[src/rtl/mppc_acq_sequencer.sv]
// mppc_acq_sequencer: gated dark-count acquisition run controller with saturating accumulation
// Ports: clk/rst (sync, active-high); start/abort requests; gate_ticks/n_runs config latched on start;
// count_in from the external counter; counter_clr/counter_en drive that counter; busy/run_idx report
// progress; acc_out/overflow/result_valid present the total, released by result_ack.
module mppc_acq_sequencer #(
  parameter int CNT_W    = 27,
  parameter int ACC_W    = 32,
  parameter int TICK_DIV = 100000,
  parameter int SETTLE   = 4
) (
  input  logic             clk,
  input  logic             rst,
  input  logic             start,
  input  logic             abort,
  input  logic [15:0]      gate_ticks,
  input  logic [7:0]       n_runs,
  input  logic [CNT_W-1:0] count_in,
  output logic             counter_clr,
  output logic             counter_en,
  output logic             busy,
  output logic [7:0]       run_idx,
  output logic [ACC_W-1:0] acc_out,
  output logic             overflow,
  output logic             result_valid,
  input  logic             result_ack
);
  localparam int PW = TICK_DIV > 1 ? $clog2(TICK_DIV) : 1;
  localparam int SW = SETTLE > 1 ? $clog2(SETTLE) : 1;
  localparam int MW = (ACC_W > CNT_W ? ACC_W : CNT_W) + 1;
  typedef enum logic [2:0] {ST_IDLE, ST_CLEAR, ST_GATE, ST_SETTLE, ST_ACCUM, ST_DONE} state_t;
  state_t           state_q, state_d;
  logic [15:0]      gate_q, gate_d, tick_q, tick_d;
  logic [7:0]       runs_q, runs_d, run_idx_q, run_idx_d;
  logic [PW-1:0]    presc_q, presc_d;
  logic [SW-1:0]    settle_q, settle_d;
  logic [ACC_W-1:0] acc_q, acc_d;
  logic             ovf_q, ovf_d, busy_c, carry;
  logic [MW-1:0]    sum;
  assign busy_c = state_q inside {ST_CLEAR, ST_GATE, ST_SETTLE, ST_ACCUM};
  assign sum    = MW'(acc_q) + MW'(count_in);
  // any bit at or above ACC_W means the total no longer fits
  assign carry  = |sum[MW-1:ACC_W];
  always_comb begin
    state_d   = state_q;
    gate_d    = gate_q;
    runs_d    = runs_q;
    run_idx_d = run_idx_q;
    tick_d    = tick_q;
    presc_d   = presc_q;
    settle_d  = '0;
    acc_d     = acc_q;
    ovf_d     = ovf_q;
    case (state_q)
      ST_IDLE: if (start && !abort) begin
        state_d   = ST_CLEAR;
        gate_d    = gate_ticks;
        runs_d    = n_runs == 8'd0 ? 8'd1 : n_runs;
        run_idx_d = '0;
        acc_d     = '0;
        ovf_d     = 1'b0;
      end
      ST_CLEAR: begin
        state_d = gate_q == 16'd0 ? ST_SETTLE : ST_GATE;
        tick_d  = '0;
        presc_d = '0;
      end
      ST_GATE: begin
        presc_d = presc_q == PW'(TICK_DIV - 1) ? '0 : presc_q + PW'(1);
        tick_d  = presc_q == PW'(TICK_DIV - 1) ? tick_q + 16'd1 : tick_q;
        state_d = presc_q == PW'(TICK_DIV - 1) && tick_q + 16'd1 == gate_q ? ST_SETTLE : ST_GATE;
      end
      ST_SETTLE: begin
        settle_d = settle_q + SW'(1);
        state_d  = settle_q == SW'(SETTLE - 1) ? ST_ACCUM : ST_SETTLE;
      end
      ST_ACCUM: begin
        acc_d     = carry ? '1 : sum[ACC_W-1:0];
        ovf_d     = ovf_q | carry;
        state_d   = run_idx_q + 8'd1 < runs_q ? ST_CLEAR : ST_DONE;
        run_idx_d = run_idx_q + 8'd1 < runs_q ? run_idx_q + 8'd1 : run_idx_q;
      end
      ST_DONE: if (result_ack) begin
        state_d   = ST_IDLE;
        run_idx_d = '0;
      end
      default: state_d = ST_IDLE;
    endcase
    // abort discards whatever this cycle would have done, keeping the partial total
    if (abort && busy_c) begin
      state_d   = ST_IDLE;
      run_idx_d = '0;
      acc_d     = acc_q;
      ovf_d     = ovf_q;
    end
  end
  always_ff @(posedge clk) begin
    if (rst) begin
      state_q   <= ST_IDLE;
      gate_q    <= '0;
      runs_q    <= '0;
      run_idx_q <= '0;
      tick_q    <= '0;
      presc_q   <= '0;
      settle_q  <= '0;
      acc_q     <= '0;
      ovf_q     <= 1'b0;
    end else begin
      state_q   <= state_d;
      gate_q    <= gate_d;
      runs_q    <= runs_d;
      run_idx_q <= run_idx_d;
      tick_q    <= tick_d;
      presc_q   <= presc_d;
      settle_q  <= settle_d;
      acc_q     <= acc_d;
      ovf_q     <= ovf_d;
    end
  end
  assign counter_clr  = state_q == ST_CLEAR;
  assign counter_en   = state_q == ST_GATE;
  assign busy         = busy_c;
  assign result_valid = state_q == ST_DONE;
  assign run_idx      = run_idx_q;
  assign acc_out      = acc_q;
  assign overflow     = ovf_q;
endmodule
[config.mk]
export PLATFORM = sky130hd
export DESIGN_NAME = mppc_acq_sequencer
export DESIGN_NICKNAME = d
export VERILOG_FILES = /design/src/rtl/mppc_acq_sequencer.sv
export SDC_FILE = /design/constraint.sdc
export NUM_CORES = 1
export LEC_CHECK = 0
export BUFFER_PORTS_ARGS = -buffer_cell sky130_fd_sc_hd__buf_2
export CORE_ASPECT_RATIO = 1.4
export CORE_MARGIN = 4
export CORE_UTILIZATION = 54
export CTS_BUF_LIST = sky130_fd_sc_hd__clkbuf_2
export CTS_CLUSTER_DIAMETER = 100
export DETAILED_ROUTE_END_ITERATION = 8
export GPL_TIMING_DRIVEN = 0
export MAX_ROUTING_LAYER = met4
export PLACE_DENSITY = 0.91
export SLEW_MARGIN = 40
export SYNTH_ARGS = -nofsm -noshare
export SYNTH_HDL_FRONTEND = slang
export SYNTH_SLANG_ARGS = --single-unit
[constraint.sdc]
create_clock -name clk -period 2.67 [get_ports clk]
set_input_delay 0.1335 -clock clk [delete_from_list [all_inputs] [get_ports clk]]
set_output_delay 0.1335 -clock clk [all_outputs]
set_load 0.1 [all_outputs]
After elaboration in Yosys (flattened, before gate mapping)
Cells that the tools add are included.
{ "classes": {"n_reduce_logical": 18, "n_eq_ne": 12, "n_lt_le_gt_ge": 1, "n_mux": 21, "n_addsub": 5, "bitwise": 3} }
{ "op_table": {"columns": ["cell", "n"], "rows": [
  ["32-bit 2-to-1 mux", 2],
  ["32-bit one-hot mux with 2 select lines", 1],
  ["17-bit one-hot mux with 2 select lines", 1],
  ["32-bit by 27-bit adder with 33-bit output", 1],
  ["8-bit 2-to-1 mux", 4],
  ["16-bit one-hot mux with 2 select lines", 1],
  ["8-bit one-hot mux with 3 select lines", 1],
  ["3-bit one-hot mux with 6 select lines", 1],
  ["17-bit by 1-bit adder with 17-bit output, second input constant", 1],
  ["17-bit equality test, second input constant", 1],
  ["17-bit 2-to-1 mux", 1],
  ["16-bit by 1-bit adder with 16-bit output, second input constant", 1],
  ["16-bit equality test", 1],
  ["16-bit logical NOT", 1],
  ["16-bit 2-to-1 mux", 1],
  ["3-bit 2-to-1 mux", 4],
  ["8-bit by 1-bit adder with 8-bit output, second input constant", 1],
  ["8-bit logical NOT", 1],
  ["8-bit < comparator", 1],
  ["3-bit by 2-bit equality test with 1-bit output, second input constant", 2],
  ["3-bit equality test, second input constant", 2],
  ["2-bit by 1-bit inequality test with 1-bit output, second input constant", 3],
  ["2-bit AND reduction", 3],
  ["4-bit AND reduction", 1],
  ["other kinds (16)", 23]
]} }
{ "totals": {"ff_bits": 103, "in_bits": 56, "elab_cells": 69, "output_inout_bits": 45} }

Logic depth before layout (Yosys ltp)
{ "logic_depth": {"word_depth": 5, "depth_mapped": 13, "depth_no_buf": 12} }

Least setup slack after synthesis
OpenSTA, ideal clock, no wires.
{ "synth_path": {"path_kind": "reg2reg", "from": "register state_q[1]", "to": "register tick_q[11]", "required_ns": 2.538, "n_path_buf": 2, "setup_ns": 0.132, "setup_slack_ns": -1.221, "path_stages_with_launch": 7, "period_less_slack_ns": 3.891, "t_arrival_ns": 3.759, "path_cell_list": "dfxtp_1 -> clkbuf_1 -> nor3b_1 -> nor2_1 -> clkbuf_1 -> o21ai_0 -> a21oi_1"} }
{ "synth_via": {"elab_chain_len": 3, "word_cells_on_any_way": 6, "cone_classes": "3 x eq/ne; 1 x mux; 2 x reduce/logical"} }
{ "synth_lines": {"columns": ["item", "line", "source"], "rows": [
  ["from (decl)", "31", "state_t state_q, state_d;"],
  ["from (signal assigned)", "108", "state_q <= state_d;"],
  ["3-bit by 1-bit equality test with 1-bit output *", null, null],
  ["named net counter_clr", "18", "output logic counter_clr,"],
  ["2-bit nonzero test (no source line)", null, null],
  ["2-bit AND reduction (no source line)", null, null],
  ["to (signal assigned)", "112", "tick_q <= tick_d;"],
  ["to (decl)", "32", "logic [15:0] gate_q, gate_d, tick_q, tick_d;"]
]} }
The timed path passes the listed nets; every way through them passes the cells marked *.
A chain may end at the register's enable or synchronous reset.

Final worst setup path
{ "layout_path": {"from": "register run_idx_q[1] (netlist: run_idx[1])", "to": "register run_idx_q[0] (netlist: run_idx[0])"} }
{ "layout_via": {"elab_chain_len": 4} }
{ "layout_lines": {"columns": ["item", "line", "source"], "rows": [
  ["from (decl)", "33", "logic [7:0] runs_q, runs_d, run_idx_q, run_idx_d;"],
  ["from (signal assigned)", "111", "run_idx_q <= run_idx_d;"],
  ["8-bit by 1-bit adder with 8-bit output", "80", "run_idx_d = run_idx_q + 8'd1 < runs_q ? run_idx_q + 8'd1 : run_idx_q;"],
  ["8-bit < comparator", "80", null],
  ["2-bit by 1-bit inequality test with 1-bit output (no source line)", null, null],
  ["4-bit AND reduction (no source line)", null, null]
]} }
No other way between the ends.

==> flow_metrics.py <==
metrics = {
    "run_status": {
        "status": "finished with violations",
        "violations": "negative setup slack",
    },
    "clock_tree": {
        "cts_buffers": 9,
        "cts_buffer_depth": 2,
        "h-tree-depth": 3,
        "clkLatencyLatePin_ps": 620,
        "clkSinkCount": 103,
        "cts-root-buf": "clkbuf_2",
        "cts_tree": "built",
        "clk_pin_slew_ps": 280,
    },
    "grt": {
        "grt_first_pass_wirelength_um": 32700,
        "grt_usage_pct": 30.35,
        "gr-total-overflow": 0,
        "first_global_vias": 6993,
        "grt_start_max_net_pins": 17,
        "antenna_found_initial": 0,
    },
    "timing": {
        "setup_ws_ps": -148.6,
        "slew_violations": 0,
        "fin_crit_ps": 2819,
        "timing.final.crit_share_pct": 105.6,
        "hold_viol": 0,
        "fin_tns_setup_ps": -936.7,
        "whs_ps": 23.76,
        "clock.fmax_ghz": 0.3548,
        "setup_violations": 10,
        "slew_headroom_pct": 55.93,
        "skew_ps": 34.95,
        "rsz0062_at_grt": "true",
        "worst_pin_slew_ps": 661.1,
    },
    "placed_design": {
        "place_congestion": 0.9401,
        "port_buffers": 100,
        "dp_hpwl_um": 13700,
        "dpl-instance-area_sq_mm": 0.007353,
        "dp_cells": 1066,
    },
    "pwr": {
        "p_per_area_mw_per_mm2": 347.1,
        "peakVddDrop_uv": 227.5,
        "p_leak_nw": 3.368,
    },
    "die": {
        "ios": 101,
        "start_util_pct": 55.95,
        "die_h_um": 137.2,
        "num_rows": 46,
        "die_w_um": 100.3,
        "fp.dieArea_sq_mm": 0.01376,
        "coreArea_sq_mm": 0.01151,
    },
    "layout": {
        "stdcell_count": 1131,
        "layout.nets": 1077,
        "antenna_cells": 0,
        "drive_gt1_share_pct": 25.23,
        "final_util_pct": 71.53,
        "area_delta_synth_final_pct": 27.86,
        "final_area_sq_mm": 0.008234,
    },
    "yosys": {
        "synth_common_cells": "105 x a21oi_1, 103 x dfxtp_1, 93 x nand2_1, 69 x nor2_1, 56 x o21ai_0",
        "syn_area_sq_mm": 0.006440,
        "synth_seq_cells": 103,
        "yosys_warnings": 0,
        "syn_inst": 822,
        "synthArstFlopShare_pct": 0,
        "synth_edf_count": 0,
        "yosysUniqueCellTypes": 66,
        "synth_nets": 917,
        "synth_top_area_cell": "dfxtp_1",
        "synth_top_area_share_pct": 32.02,
        "syn_avg_cell_area_sq_um": 7.834,
        "synth.area.top_cells": "dfxtp_1 32%, a21oi_1 8.2%, ha_1 7.4%",
        "synth-main-ff-cell": "dfxtp_1",
        "yosysSeqAreaShare_pct": 32.02,
        "synth.most_common_cell": "a21oi_1",
    },
    "setup_path": {
        "worst_ep_required_time_ps": 3220,
        "crit_fanout": 5,
        "critPathKind": "flip-flop to flip-flop",
        "critPathLaunchType": "flip-flop",
        "cp-end-kind": "flip-flop",
        "worstPathArrival_ps": 3370,
    },
    "routing": {
        "wire_per_inst_um": 18.82,
        "vias": 7243,
        "drc": 0,
        "wl_um": 21290,
        "drt_iter0_drc": 643,
        "dr.pass1.iters": 8,
        "via_per_inst": 6.404,
        "postRouteAntennaNets": 0,
    },
    "hold_path": {
        "hold_path_class": "input port to flip-flop",
    },
    "flow_run": {
        "maxCapViolations": 0,
    },
}
worst max-delay path: stages (launching register included):
cell and delay [ps]:
dfxtp_4 450, ha_4 150, nand3_4 80, nor2_4 160
xnor2_2 170, ha_4 250, nor2b_1 150, a41oi_1 190
o21ai_1 140, o41a_1 380, o21ai_4 220, buf_6 160
mux2i_1 180, nor2_1 50
routing by layer:
metal / up-vias / global-route usage, % / routed length (um)
met2: 405 / 51.81 / 10670
li1: 3321 / - / -
met5: - / - / 0
met3: 141 / 6.332 / 1558
met4: 0 / 18.88 / 1302
met1: 3376 / 31.77 / 7752
cells in the final DEF (no fill, tap or decap), types with 14 or more instances in the layout:
cell,Yosys,layout
buf_2,3,101
a21oi_1,105,99
nand2_1,93,91
dfxtp_1,103,73
nor2_1,69,67
o21ai_0,56,45
clkbuf_1,33,32
dlygate4sd3_1,0,29
xor2_1,28,28
ha_1,38,27
xnor2_1,30,26
nand3_1,26,20
and3_1,21,19
buf_4,1,18
dfxtp_4,0,17
inv_1,17,16
a21o_1,16,16
a31oi_1,15,15
or3_1,14,14
sequential cells by signal, indices dropped and copies added (netlist names):
signal,flops
acc_out,32
gate_q,16
overflow,1
presc_q,17
run_idx,8
runs_q,8
settle_q,2
state_q,3
tick_q,16
kinds of logic after synthesis:
logic type | after synthesis | synth area share (%)
compound gates | 256 | 24.71
xor+xnor | 58 | 7.888
fa+ha+maj | 39 | 7.694
buf+inv | 55 | 3.439
flops | 103 | 32.02
mux | 2 | 0.3109
simple gates | 309 | 23.94
timing repair:
item,CTS,global route
cloned,2,0
hold buffers,29,0
hold endpoints to repair,28,0
buffers inserted,13,8
pin swaps,20,30
gates resized for setup,29,37
setup endpoints to repair,36,53
metrics by stage:
stage | power [mW] | setup slack (ps)
floorplan | 1.882 | -100.2
global placement | 2.009 | -149.1
detailed placement | 2.016 | -240.1
CTS | 2.808 | -112.1
global route | 2.962 | -286.3
finish | 2.858 | -148.6
cell type report:
| type | instances | area [sq um] |
|---|---|---|
| sequential | 103 | 2142 |
| clock buffer | 11 | 55.05 |
| timing repair buffer | 150 | 962.2 |
| multi-input combinational | 664 | 4598 |
| fill | 816 | 3277 |
| buffer | 37 | 171.4 |
| inverter | 17 | 67.56 |
| tap | 144 | 180.2 |
| clock inverter | 5 | 57.56 |
report_power, final:
part,switching [mW],internal (mW),total [mW]
clock,0.543,0.227,0.769
combinational,0.320,0.196,0.516
sequential,0.0248,1.55,1.57
total,0.887,1.97,2.86
final timing paths:
check	slack [ps]	cells past startpoint	to	start
min	20	4	acc_out[26]	count_in[26]
max reg2reg	-150	13	run_idx[0]	run_idx[1]
min reg2reg	470	1	settle_q[0]	settle_q[0]
max	-150	13	run_idx[0]	run_idx[1]
(Power assumes the default switching activity.)
